==> config.mk <==
export PLATFORM = sky130hd
export DESIGN_NAME = relogio_ctrl
export DESIGN_NICKNAME = d
export VERILOG_FILES = /design/src/rtl/relogio_pkg.sv /design/src/rtl/relogio_ctrl_wrap_counter.sv /design/src/rtl/relogio_ctrl.sv
export SDC_FILE = /design/constraint.sdc
export NUM_CORES = 1
export LEC_CHECK = 0
export CAP_MARGIN = 20
export CORE_AREA = 2 2 65 67
export CTS_CLUSTER_SIZE = 14
export DETAILED_ROUTE_END_ITERATION = 6
export DIE_AREA = 0 0 67 69
export HOLD_SLACK_MARGIN = 0.06
export PLACE_DENSITY_LB_ADDON = 0.2
export SLEW_MARGIN = 20
export SYNTH_ARGS = -nofsm -noshare
export SYNTH_HDL_FRONTEND = slang
export SYNTH_SLANG_ARGS = --single-unit
export TNS_END_PERCENT = 20
==> constraint.sdc <==
create_clock -name ctrl_clock -period 2.25 [get_ports ctrl_clock]
set_input_delay 0.45 -clock ctrl_clock [delete_from_list [all_inputs] [get_ports ctrl_clock]]
set_output_delay 0.45 -clock ctrl_clock [all_outputs]
set_load 0.02 [all_outputs]
==> src/rtl/relogio_pkg.sv <==
// -----------------------------------------------------------------------------
// relogio_pkg
// Shared types and constants for the digital-clock timekeeping controller.
//   state_e  : controller FSM states (RUN, SET_HOUR, SET_MIN); 2'd3 is unused
//   *_W      : bit widths of the hours / minutes / seconds fields
//   *_MOD    : modulus of each field (24 / 60 / 60)
// -----------------------------------------------------------------------------
package relogio_pkg;

  localparam int HOUR_W   = 5;
  localparam int MIN_W    = 6;
  localparam int SEC_W    = 6;
  localparam int STATE_W  = 2;

  localparam int HOUR_MOD = 24;
  localparam int MIN_MOD  = 60;
  localparam int SEC_MOD  = 60;

  // Encoding is visible on ctrl_state, so the values are fixed explicitly.
  typedef enum logic [STATE_W-1:0] {
    RUN      = 2'd0,
    SET_HOUR = 2'd1,
    SET_MIN  = 2'd2
  } state_e;

endpackage

==> src/rtl/relogio_ctrl_wrap_counter.sv <==
// -----------------------------------------------------------------------------
// wrap_counter
// Modulo up-counter used for the seconds, minutes and hours fields.
// Parameters:
//   W       : counter width
//   the modulus parameter counts 0 .. modulus-1, then wraps to 0
//   RST_VAL : value loaded by the synchronous active-low reset
// Ports:
//   i_clk    in  1  clock
//   i_rst_n  in  1  synchronous, active-low reset (highest priority)
//   i_en     in  1  advance by one this cycle
//   i_clr    in  1  synchronous clear to 0 (wins over i_en)
//   o_count  out W  registered count
//   o_carry  out 1  combinational: high when an enabled step wraps to 0
// -----------------------------------------------------------------------------
module wrap_counter #(
  parameter int             W       = 6,
  parameter int             MOD     = 60,
  parameter logic [W-1:0]   RST_VAL = '0
) (
  input  logic         i_clk,
  input  logic         i_rst_n,
  input  logic         i_en,
  input  logic         i_clr,
  output logic [W-1:0] o_count,
  output logic         o_carry
);

  localparam logic [W-1:0] LAST = W'(MOD - 1);

  logic [W-1:0] r_count;
  logic         w_at_last;

  assign w_at_last = (r_count == LAST);

  always_ff @(posedge i_clk) begin
    if (!i_rst_n) begin
      r_count <= RST_VAL;
    end else if (i_clr) begin
      r_count <= '0;
    end else if (i_en) begin
      r_count <= w_at_last ? '0 : r_count + 1'b1;
    end
  end

  // Carry is combinational so the next field up advances on the same edge;
  // a whole 23:59:59 -> 00:00:00 cascade therefore lands in one cycle.
  assign o_carry = i_en & ~i_clr & w_at_last;
  assign o_count = r_count;

endmodule

==> src/rtl/relogio_ctrl.sv <==
// -----------------------------------------------------------------------------
// relogio_ctrl
// Timekeeping controller for the digital clock. Counts hours/minutes/seconds
// from the 1 Hz tick in RUN, and lets the user set hours and minutes with two
// debounced buttons (mode steps RUN -> SET_HOUR -> SET_MIN -> RUN, inc bumps
// the field being set).
//
// Optional feature macro: CTRL_BLINK_EN
//   defined   : a blink phase toggles on each tick in set states and drives
//               ctrl_blank for the field being edited
//   undefined : no phase register, ctrl_blank is constant 3'b000
//
// Parameters:
//   INIT_HOUR  hour loaded on reset (0..23)
//   INIT_MIN   minute loaded on reset (0..59)
// Ports:
//   ctrl_clock      in  1  system clock
//   ctrl_reset_n    in  1  synchronous, active-low reset
//   ctrl_tick       in  1  1 Hz enable, one clock wide
//   ctrl_mode       in  1  mode button level (debounced, active-high)
//   ctrl_inc        in  1  increment button level (debounced, active-high)
//   ctrl_hours      out 5  hours 0..23
//   ctrl_minutes    out 6  minutes 0..59
//   ctrl_seconds    out 6  seconds 0..59
//   ctrl_state      out 2  FSM state (0 RUN, 1 SET_HOUR, 2 SET_MIN)
//   ctrl_blank      out 3  blank mask {hours, minutes, seconds}, 1 = blank
//   ctrl_carry_day  out 1  one-cycle pulse while outputs first show 00:00:00
//
// Event semantics: ctrl_tick is a qualifier sampled on every rising edge and
// acts only in the cycle it is high; there is no back-pressure. Buttons are
// levels; a press is a 0->1 transition seen against a one-cycle history, so a
// held button counts once. Every output is a register or a decode of
// registers and shows the effect of an event one cycle after it is sampled.
// -----------------------------------------------------------------------------
module relogio_ctrl
  import relogio_pkg::*;
#(
  parameter int INIT_HOUR = 0,
  parameter int INIT_MIN  = 0
) (
  input  logic                ctrl_clock,
  input  logic                ctrl_reset_n,
  input  logic                ctrl_tick,
  input  logic                ctrl_mode,
  input  logic                ctrl_inc,
  output logic [HOUR_W-1:0]   ctrl_hours,
  output logic [MIN_W-1:0]    ctrl_minutes,
  output logic [SEC_W-1:0]    ctrl_seconds,
  output logic [STATE_W-1:0]  ctrl_state,
  output logic [2:0]          ctrl_blank,
  output logic                ctrl_carry_day
);

  // ---------------------------------------------------------------------------
  // Button edge detection
  // ---------------------------------------------------------------------------
  logic r_mode_hist;
  logic r_inc_hist;
  logic w_mode_press;
  logic w_inc_press;
  logic w_inc_eff;

  // History resets to 1 so a button held through reset is not seen as a press.
  always_ff @(posedge ctrl_clock) begin
    if (!ctrl_reset_n) begin
      r_mode_hist <= 1'b1;
      r_inc_hist  <= 1'b1;
    end else begin
      r_mode_hist <= ctrl_mode;
      r_inc_hist  <= ctrl_inc;
    end
  end

  assign w_mode_press = ctrl_mode & ~r_mode_hist;
  assign w_inc_press  = ctrl_inc  & ~r_inc_hist;
  // A mode press in the same cycle discards the increment.
  assign w_inc_eff    = w_inc_press & ~w_mode_press;

  // ---------------------------------------------------------------------------
  // FSM: state register / next-state / output decode
  // ---------------------------------------------------------------------------
  state_e r_state;
  state_e w_next_state;
  logic   w_is_run;
  logic   w_is_set_hour;
  logic   w_is_set_min;
  logic   w_phase;
  logic   [2:0] w_blank;

  always_ff @(posedge ctrl_clock) begin
    if (!ctrl_reset_n) begin
      r_state <= RUN;
    end else begin
      r_state <= w_next_state;
    end
  end

  always_comb begin
    w_next_state = r_state;
    case (r_state)
      RUN:      if (w_mode_press) w_next_state = SET_HOUR;
      SET_HOUR: if (w_mode_press) w_next_state = SET_MIN;
      SET_MIN:  if (w_mode_press) w_next_state = RUN;
      default:  w_next_state = RUN;  // unused encoding recovers to RUN
    endcase
  end

  always_comb begin
    w_is_run      = (r_state == RUN);
    w_is_set_hour = (r_state == SET_HOUR);
    w_is_set_min  = (r_state == SET_MIN);
    w_blank       = {w_is_set_hour & w_phase, w_is_set_min & w_phase, 1'b0};
  end

  // ---------------------------------------------------------------------------
  // Blink phase
  // ---------------------------------------------------------------------------
`ifdef CTRL_BLINK_EN
  logic r_phase;

  // Restarts at 0 whenever a set state is entered or left and on every inc
  // press, so the field is always visible right after it is touched.
  always_ff @(posedge ctrl_clock) begin
    if (!ctrl_reset_n) begin
      r_phase <= 1'b0;
    end else if ((w_next_state != r_state) || w_is_run) begin
      r_phase <= 1'b0;
    end else if (w_inc_press) begin
      r_phase <= 1'b0;
    end else if (ctrl_tick) begin
      r_phase <= ~r_phase;
    end
  end

  assign w_phase = r_phase;
`else
  assign w_phase = 1'b0;
`endif

  // ---------------------------------------------------------------------------
  // Time field counters
  // ---------------------------------------------------------------------------
  logic w_sec_en;
  logic w_sec_clr;
  logic w_sec_co;
  logic w_min_en;
  logic w_min_co;
  logic w_hour_en;
  logic w_hour_co;
  logic r_carry_day;

  // Ticks only advance time in RUN; set states freeze seconds.
  assign w_sec_en  = w_is_run & ctrl_tick;
  // Leaving SET_MIN restarts the minute cleanly at :00.
  assign w_sec_clr = w_is_set_min & w_mode_press;
  assign w_min_en  = (w_is_run & w_sec_co) | (w_is_set_min & w_inc_eff);
  assign w_hour_en = (w_is_run & w_min_co) | (w_is_set_hour & w_inc_eff);

  wrap_counter #(
    .W       (SEC_W),
    .MOD     (SEC_MOD),
    .RST_VAL ('0)
  ) u_sec (
    .i_clk   (ctrl_clock),
    .i_rst_n (ctrl_reset_n),
    .i_en    (w_sec_en),
    .i_clr   (w_sec_clr),
    .o_count (ctrl_seconds),
    .o_carry (w_sec_co)
  );

  wrap_counter #(
    .W       (MIN_W),
    .MOD     (MIN_MOD),
    .RST_VAL (MIN_W'(INIT_MIN))
  ) u_min (
    .i_clk   (ctrl_clock),
    .i_rst_n (ctrl_reset_n),
    .i_en    (w_min_en),
    .i_clr   (1'b0),
    .o_count (ctrl_minutes),
    .o_carry (w_min_co)
  );

  wrap_counter #(
    .W       (HOUR_W),
    .MOD     (HOUR_MOD),
    .RST_VAL (HOUR_W'(INIT_HOUR))
  ) u_hour (
    .i_clk   (ctrl_clock),
    .i_rst_n (ctrl_reset_n),
    .i_en    (w_hour_en),
    .i_clr   (1'b0),
    .o_count (ctrl_hours),
    .o_carry (w_hour_co)
  );

  // Registered alongside the counters, so the pulse coincides with 00:00:00.
  // Hour wraps from the inc button in SET_HOUR are not a day rollover.
  always_ff @(posedge ctrl_clock) begin
    if (!ctrl_reset_n) begin
      r_carry_day <= 1'b0;
    end else begin
      r_carry_day <= w_is_run & w_hour_co;
    end
  end

  assign ctrl_state     = r_state;
  assign ctrl_blank     = w_blank;
  assign ctrl_carry_day = r_carry_day;

endmodule
==> results of run 1 <==
==> per-stage QoR <==
step | power (mW) | area [um2] | worst slack [ns]
4_1_cts | 0.722 | 1430 | 0.348
2_1_floorplan | 0.458 | 1080 | 0.482
6_report | 0.710 | 1430 | 0.369
3_3_place_gp | 0.486 | 1380 | 0.159
5_1_grt | 0.745 | 1430 | 0.163
3_5_place_dp | 0.488 | 1380 | 0.0998
==> layout by cell type, fill, tap and decap left out, types with 3 or more instances in the layout <==
cell | synthesis | routed
nor2_1 | 8 | 8
nor3b_1 | 3 | 3
nor2b_1 | 5 | 5
clkdlybuf4s50_1 | 0 | 24
conb_1 | 1 | 3
xnor2_1 | 3 | 3
ha_1 | 3 | 3
nand4_1 | 3 | 3
mux2i_1 | 8 | 8
dfxtp_1 | 22 | 22
o21ai_0 | 5 | 5
nand2_1 | 7 | 7
nand3_1 | 4 | 4
a21oi_1 | 3 | 3
buf_4 | 3 | 6
nand2b_1 | 5 | 5
clkbuf_8 | 0 | 3
==> sequential cells by signal (all words and copies together), names as in the netlist <==
register,flops
ctrl_carry_day,1
u_sec.o_count,6
r_inc_hist,1
u_hour.o_count,5
ctrl_state,2
r_mode_hist,1
u_min.o_count,6
==> worst max path at each step <==
| stage | from | to | slack, ns | cells past startpoint |
|---|---|---|---|---|
| 2_1_floorplan | ctrl_state[0] | u_min.o_count[5] | 0.48 | 6 |
| 3_3_place_gp | ctrl_mode | u_min.o_count[3] | 0.16 | 6 |
| 3_5_place_dp | ctrl_mode | u_min.o_count[2] | 0.1 | 6 |
| 4_1_cts | ctrl_mode | u_min.o_count[2] | 0.35 | 6 |
| 5_1_grt | ctrl_mode | u_min.o_count[2] | 0.16 | 6 |
| 6_report | ctrl_mode | u_min.o_count[2] | 0.37 | 6 |
==> layer usage <==
| metal | part of all wire | up-vias | routed length [um] | global-route usage |
|---|---|---|---|---|
| met1 | 0.50 | 418 | 1100 | 0.147 |
| li1 | - | 457 | - | - |
| met5 | 0 | - | 0 | 0 |
| met2 | 0.44 | 18 | 974 | 0.147 |
| met4 | 0.0095 | 0 | 21 | 0.0340 |
| met3 | 0.055 | 2 | 121 | 0.0212 |
==> kinds of logic after synthesis <==
| family | after synthesis |
|---|---|
| adders and majority gates | 3 |
| AOI/OAI and AO/OA | 14 |
| muxes | 8 |
| xor gates and xnor gates | 5 |
| and+or+nand+nor | 54 |
| other | 1 |
| DFF | 22 |
| buffers and inverters | 6 |
==> cells in the mapped netlist, drive strengths merged, types with 2 or more instances <==
| master | n |
|---|---|
| a21oi | 3 |
| and2 | 3 |
| and3 | 2 |
| and4b | 2 |
| buf | 4 |
| clkbuf | 2 |
| dfxtp | 22 |
| ha | 3 |
| mux2i | 8 |
| nand2 | 7 |
| nand2b | 5 |
| nand3 | 4 |
| nand3b | 2 |
| nand4 | 3 |
| nand4b | 2 |
| nor2 | 8 |
| nor2b | 5 |
| nor3b | 3 |
| o211ai | 2 |
| o21ai | 5 |
| or2 | 2 |
| or3 | 2 |
| xnor2 | 3 |
| xor2 | 2 |
==> final cells by class <==
type	instances	area, um2
well taps	50	62.6
multi-input cells	87	596
clock buffers	3	41.3
fillers	424	2490
repair buffers	30	285
flip-flops and latches	22	440
==> worst max-delay path, cell delays in order <==
cell             delay [ns]
clkdlybuf4s50_1        0.43
nor2b_1                0.15
nor4b_1                0.37
o21ai_0                0.16
or3_1                  0.35
a21boi_0               0.14
==> where the power goes <==
part	internal (mW)	switching, mW
Sequential	0.397	0.00937
Clock	0.119	0.113
Combinational	0.0373	0.0338
Total	0.554	0.156
==> impl_metrics.tcl, run 1 <==
set metrics [dict create \
    synth-seq-cells 22 \
    hold_start "u_hour.o_count[4]" \
    grt_start_max_net_pins 12 \
    clk_pin_slew_ns 0.07 \
    ant_nets 0 \
    fp-row-count 23 \
    gp_congestion 0.723 \
    start_kind "input pin" \
    final_nets 152 \
    p_leak_nw 0.540 \
    syn_area_mm2 0.00107 \
    synth.area.top_cells "dfxtp_1 (41%), mux2i_1 (7.5%), ha_1 (3.5%)" \
    cp-end-kind "flop" \
    worst-path-max-fanout 3 \
    clkSinkCount 22 \
    grt_pass1_wl_mm 3.77 \
    synthAdderAreaFrac 0.0351 \
    areaGrowthSynthToFinish_pct 33.2 \
    max_freq_mhz 532 \
    drive_gt1_frac 0.0986 \
    fin_crit_sh 0.836 \
    synth-edff-count 0 \
    synth_xor_area_frac 0.0409 \
    ioPinCount 28 \
    synth_flop_cell "dfxtp_1" \
    die_y_um 69 \
    drv_cap 0 \
    synth-async-reset-ratio 0 \
    ctsHoldBuffers 0 \
    yosys.area.top_type "dfxtp_1" \
    hold_path_depth 2 \
    cts_tree "built" \
    synthSimpleGateAreaFrac 0.313 \
    cts_setup_buffers 0 \
    status "finished, final reports clean" \
    yosysSeqAreaShare 0.412 \
    synth_top_area_frac 0.412 \
    peakVddDrop_mv 0.189 \
    yosys_warnings 0 \
    routedWlPerCell_um 11.5 \
    rsz0062_at_grt "false" \
    core-area_mm2 0.00391 \
    routed_wl_mm 2.21 \
    r2r_cells 5 \
    hold_violations 0 \
    p_per_area_mw_per_mm2 498 \
    worstPathArrival_ns 2.06 \
    grtUsageTotal 0.101 \
    drt_iter0_drc 33 \
    clk_latency_ns 0.25 \
    fin_util 0.364 \
    synth_top_family_by_area "simple AND/OR/NAND/NOR gates" \
    synth.area.mux_share 0.0749 \
    hp-class "reg2reg" \
    fin_skew_ns 0.00157 \
    dieArea_mm2 0.00462 \
    synth_compound_area_frac 0.0819 \
    critical_path_class "in2reg" \
    clk_path_buf_depth 2 \
    drc_errors 0 \
    antenna_found_initial 0 \
    critPathRequiredTime_ns 2.43 \
    setup_violations 0 \
    htree_levels 1 \
    cts_buffers 3 \
    cts-resized-gates 0 \
    vias 895 \
    gr-total-overflow 0 \
    n_antenna_cell 0 \
    min_to "u_hour.o_count[4]" \
    grt_pass1_vias 821 \
    r2r-start "ctrl_state[0]" \
    slew_viol_final 0 \
    root_buffer "clkbuf_8" \
    hold_ws_ns 0.497 \
    die_x_um 67 \
    ff2ff_setup_slack_ns 0.51 \
    start_util 0.273 \
    postSynthCellCount 113 \
    rr_endpoint "u_min.o_count[5]" \
    vias_per_cell 4.66 \
    dr.pass1.iters 4 \
    period_needed_ns 1.88 \
    detailed_place_hpwl_mm 1.71 \
    port_buffers 24 \
    fin_cells 192 \
    synth.distinct_cells 36 \
    dp.cells 189 \
    syn_avg_cell_area_um2 9.47 \
    setup_tns_ns 0 \
]
No activity file was read; power rests on OpenSTA's default activity.
==> run 2, diff against run 1 <==
clock period = 1.6 ns   (was 2.25 ns; I/O delays follow)
==> impl_metrics.tcl, run 2 (synthesized netlist as in run 1, its figures left out) <==
set metrics [dict create \
    clk_pin_slew_ns 0.08 \
    cts_buffers 3 \
    worst-path-max-fanout 6 \
    critical_path_class "reg2reg" \
    clk_path_buf_depth 2 \
    critPathRequiredTime_ns 1.76 \
    start_kind "flop" \
    period_needed_ns 1.58 \
    grt_pass1_vias 911 \
    mostFrequentLayoutCells "buf_4 (19), dfxtp_1 (14), dlygate4sd2_1 (14)" \
    r2r_cells 6 \
    gr-total-overflow 0 \
    cts_tree "built" \
    hold_path_depth 3 \
    hp-class "in2reg" \
    drt_iter0_drc 51 \
    p_total_mw 1.09 \
    rr_endpoint "u_min.o_count[5]" \
    root_buffer "clkbuf_8" \
    die_x_um 67 \
    grt_pass1_wl_mm 3.93 \
    hold_violations 0 \
    setup_violations 0 \
    mostFrequentLayoutCell "buf_4" \
    start_util 0.273 \
    ioPinCount 28 \
    routedWlPerCell_um 11.7 \
    drc_errors 0 \
    htree_levels 1 \
    status "finished, final reports clean" \
    dieArea_mm2 0.00462 \
    routed_wl_mm 2.40 \
    place_worst_setup_slack_ns -0.421 \
    fin_skew_ns 0.00235 \
    clk_latency_ns 0.26 \
    drv_cap 0 \
    p_leak_nw 0.747 \
    ant_nets 0 \
    areaGrowthSynthToFinish_pct 49.1 \
    max_freq_mhz 635 \
    vias 938 \
    fin_crit_sh 0.985 \
    detailed_place_hpwl_mm 1.83 \
    slew_viol_final 0 \
    crit_path_start "u_sec.o_count[1]" \
    fp-row-count 23 \
    final_nets 165 \
    vias_per_cell 4.55 \
    peakVddDrop_mv 0.287 \
    hold_ws_ns 0.406 \
    grtUsageTotal 0.107 \
    gp_congestion 0.749 \
    port_buffers 24 \
    setup_tns_ns 0 \
    cp-end-kind "flop" \
    core-area_mm2 0.00391 \
    ff2ff_setup_slack_ns 0.02 \
    worstPathArrival_ns 1.74 \
    fin_ws_ns 0.0247 \
    clkSinkCount 22 \
    ctsHoldBuffers 0 \
    drive_gt1_frac 0.269 \
    die_y_um 69 \
    hold_start "ctrl_mode" \
    r2r-start "u_sec.o_count[1]" \
    grt_start_max_net_pins 17 \
    rsz0062_at_grt "true" \
    dr.pass1.iters 4 \
    n_antenna_cell 0 \
    min_to "r_mode_hist" \
    antenna_found_initial 0 \
    p_per_area_mw_per_mm2 682 \
]
[run 2: final cells by class]
type / instances / area (um2)
clock buffer: 4 / 55.1
fill: 400 / 2320
multi-input combinational: 87 / 647
sequential: 22 / 455
tap: 50 / 62.6
timing repair buffer: 43 / 375
[run 2: metal layers]
| metal | up-vias | global-route usage | routed length (um) |
|---|---|---|---|
| met5 | - | 0 | 0 |
| met4 | 0 | 0.0408 | 29 |
| met3 | 4 | 0.0245 | 94 |
| met2 | 20 | 0.156 | 1030 |
| met1 | 431 | 0.151 | 1240 |
| li1 | 483 | - | - |
[run 2: stage by stage]
stage           util  area, um2  cells
6_report       0.408       1600    206
5_1_grt        0.408       1600    206
4_1_cts        0.402       1570    205
3_5_place_dp   0.384       1500    201
3_3_place_gp   0.384       1500    201
2_1_floorplan      -       1100    115
[run 2: worst max-delay path by stage]
stage                              to  cells past startpoint
CTS                 u_hour.o_count[3]                      6
floorplan            u_min.o_count[5]                      7
global placement     u_min.o_count[2]                      6
global route         u_min.o_count[5]                      6
finish               u_min.o_count[5]                      6
detailed placement   u_min.o_count[2]                      6
[run 2: where the power goes]
group / switching (mW) / internal (mW)
sequential: 0.0109 / 0.560
clock: 0.176 / 0.219
combinational: 0.0572 / 0.0647
total: 0.244 / 0.844
[run 2: what timing repair did]
action | CTS | global route
setup endpoints to repair | 24 | 10
gates cloned | 0 | 0
setup buffers | 0 | 1
pin swaps | 5 | 6
gates resized for setup | 23 | 8
[run 2: critical path: stages (launching register included)]
cell and delay (ns):
dfxtp_4 0.36, ha_4 0.15, and4bb_4 0.19, and2_4 0.15
or2_4 0.26, a41o_1 0.22, and3_1 0.15
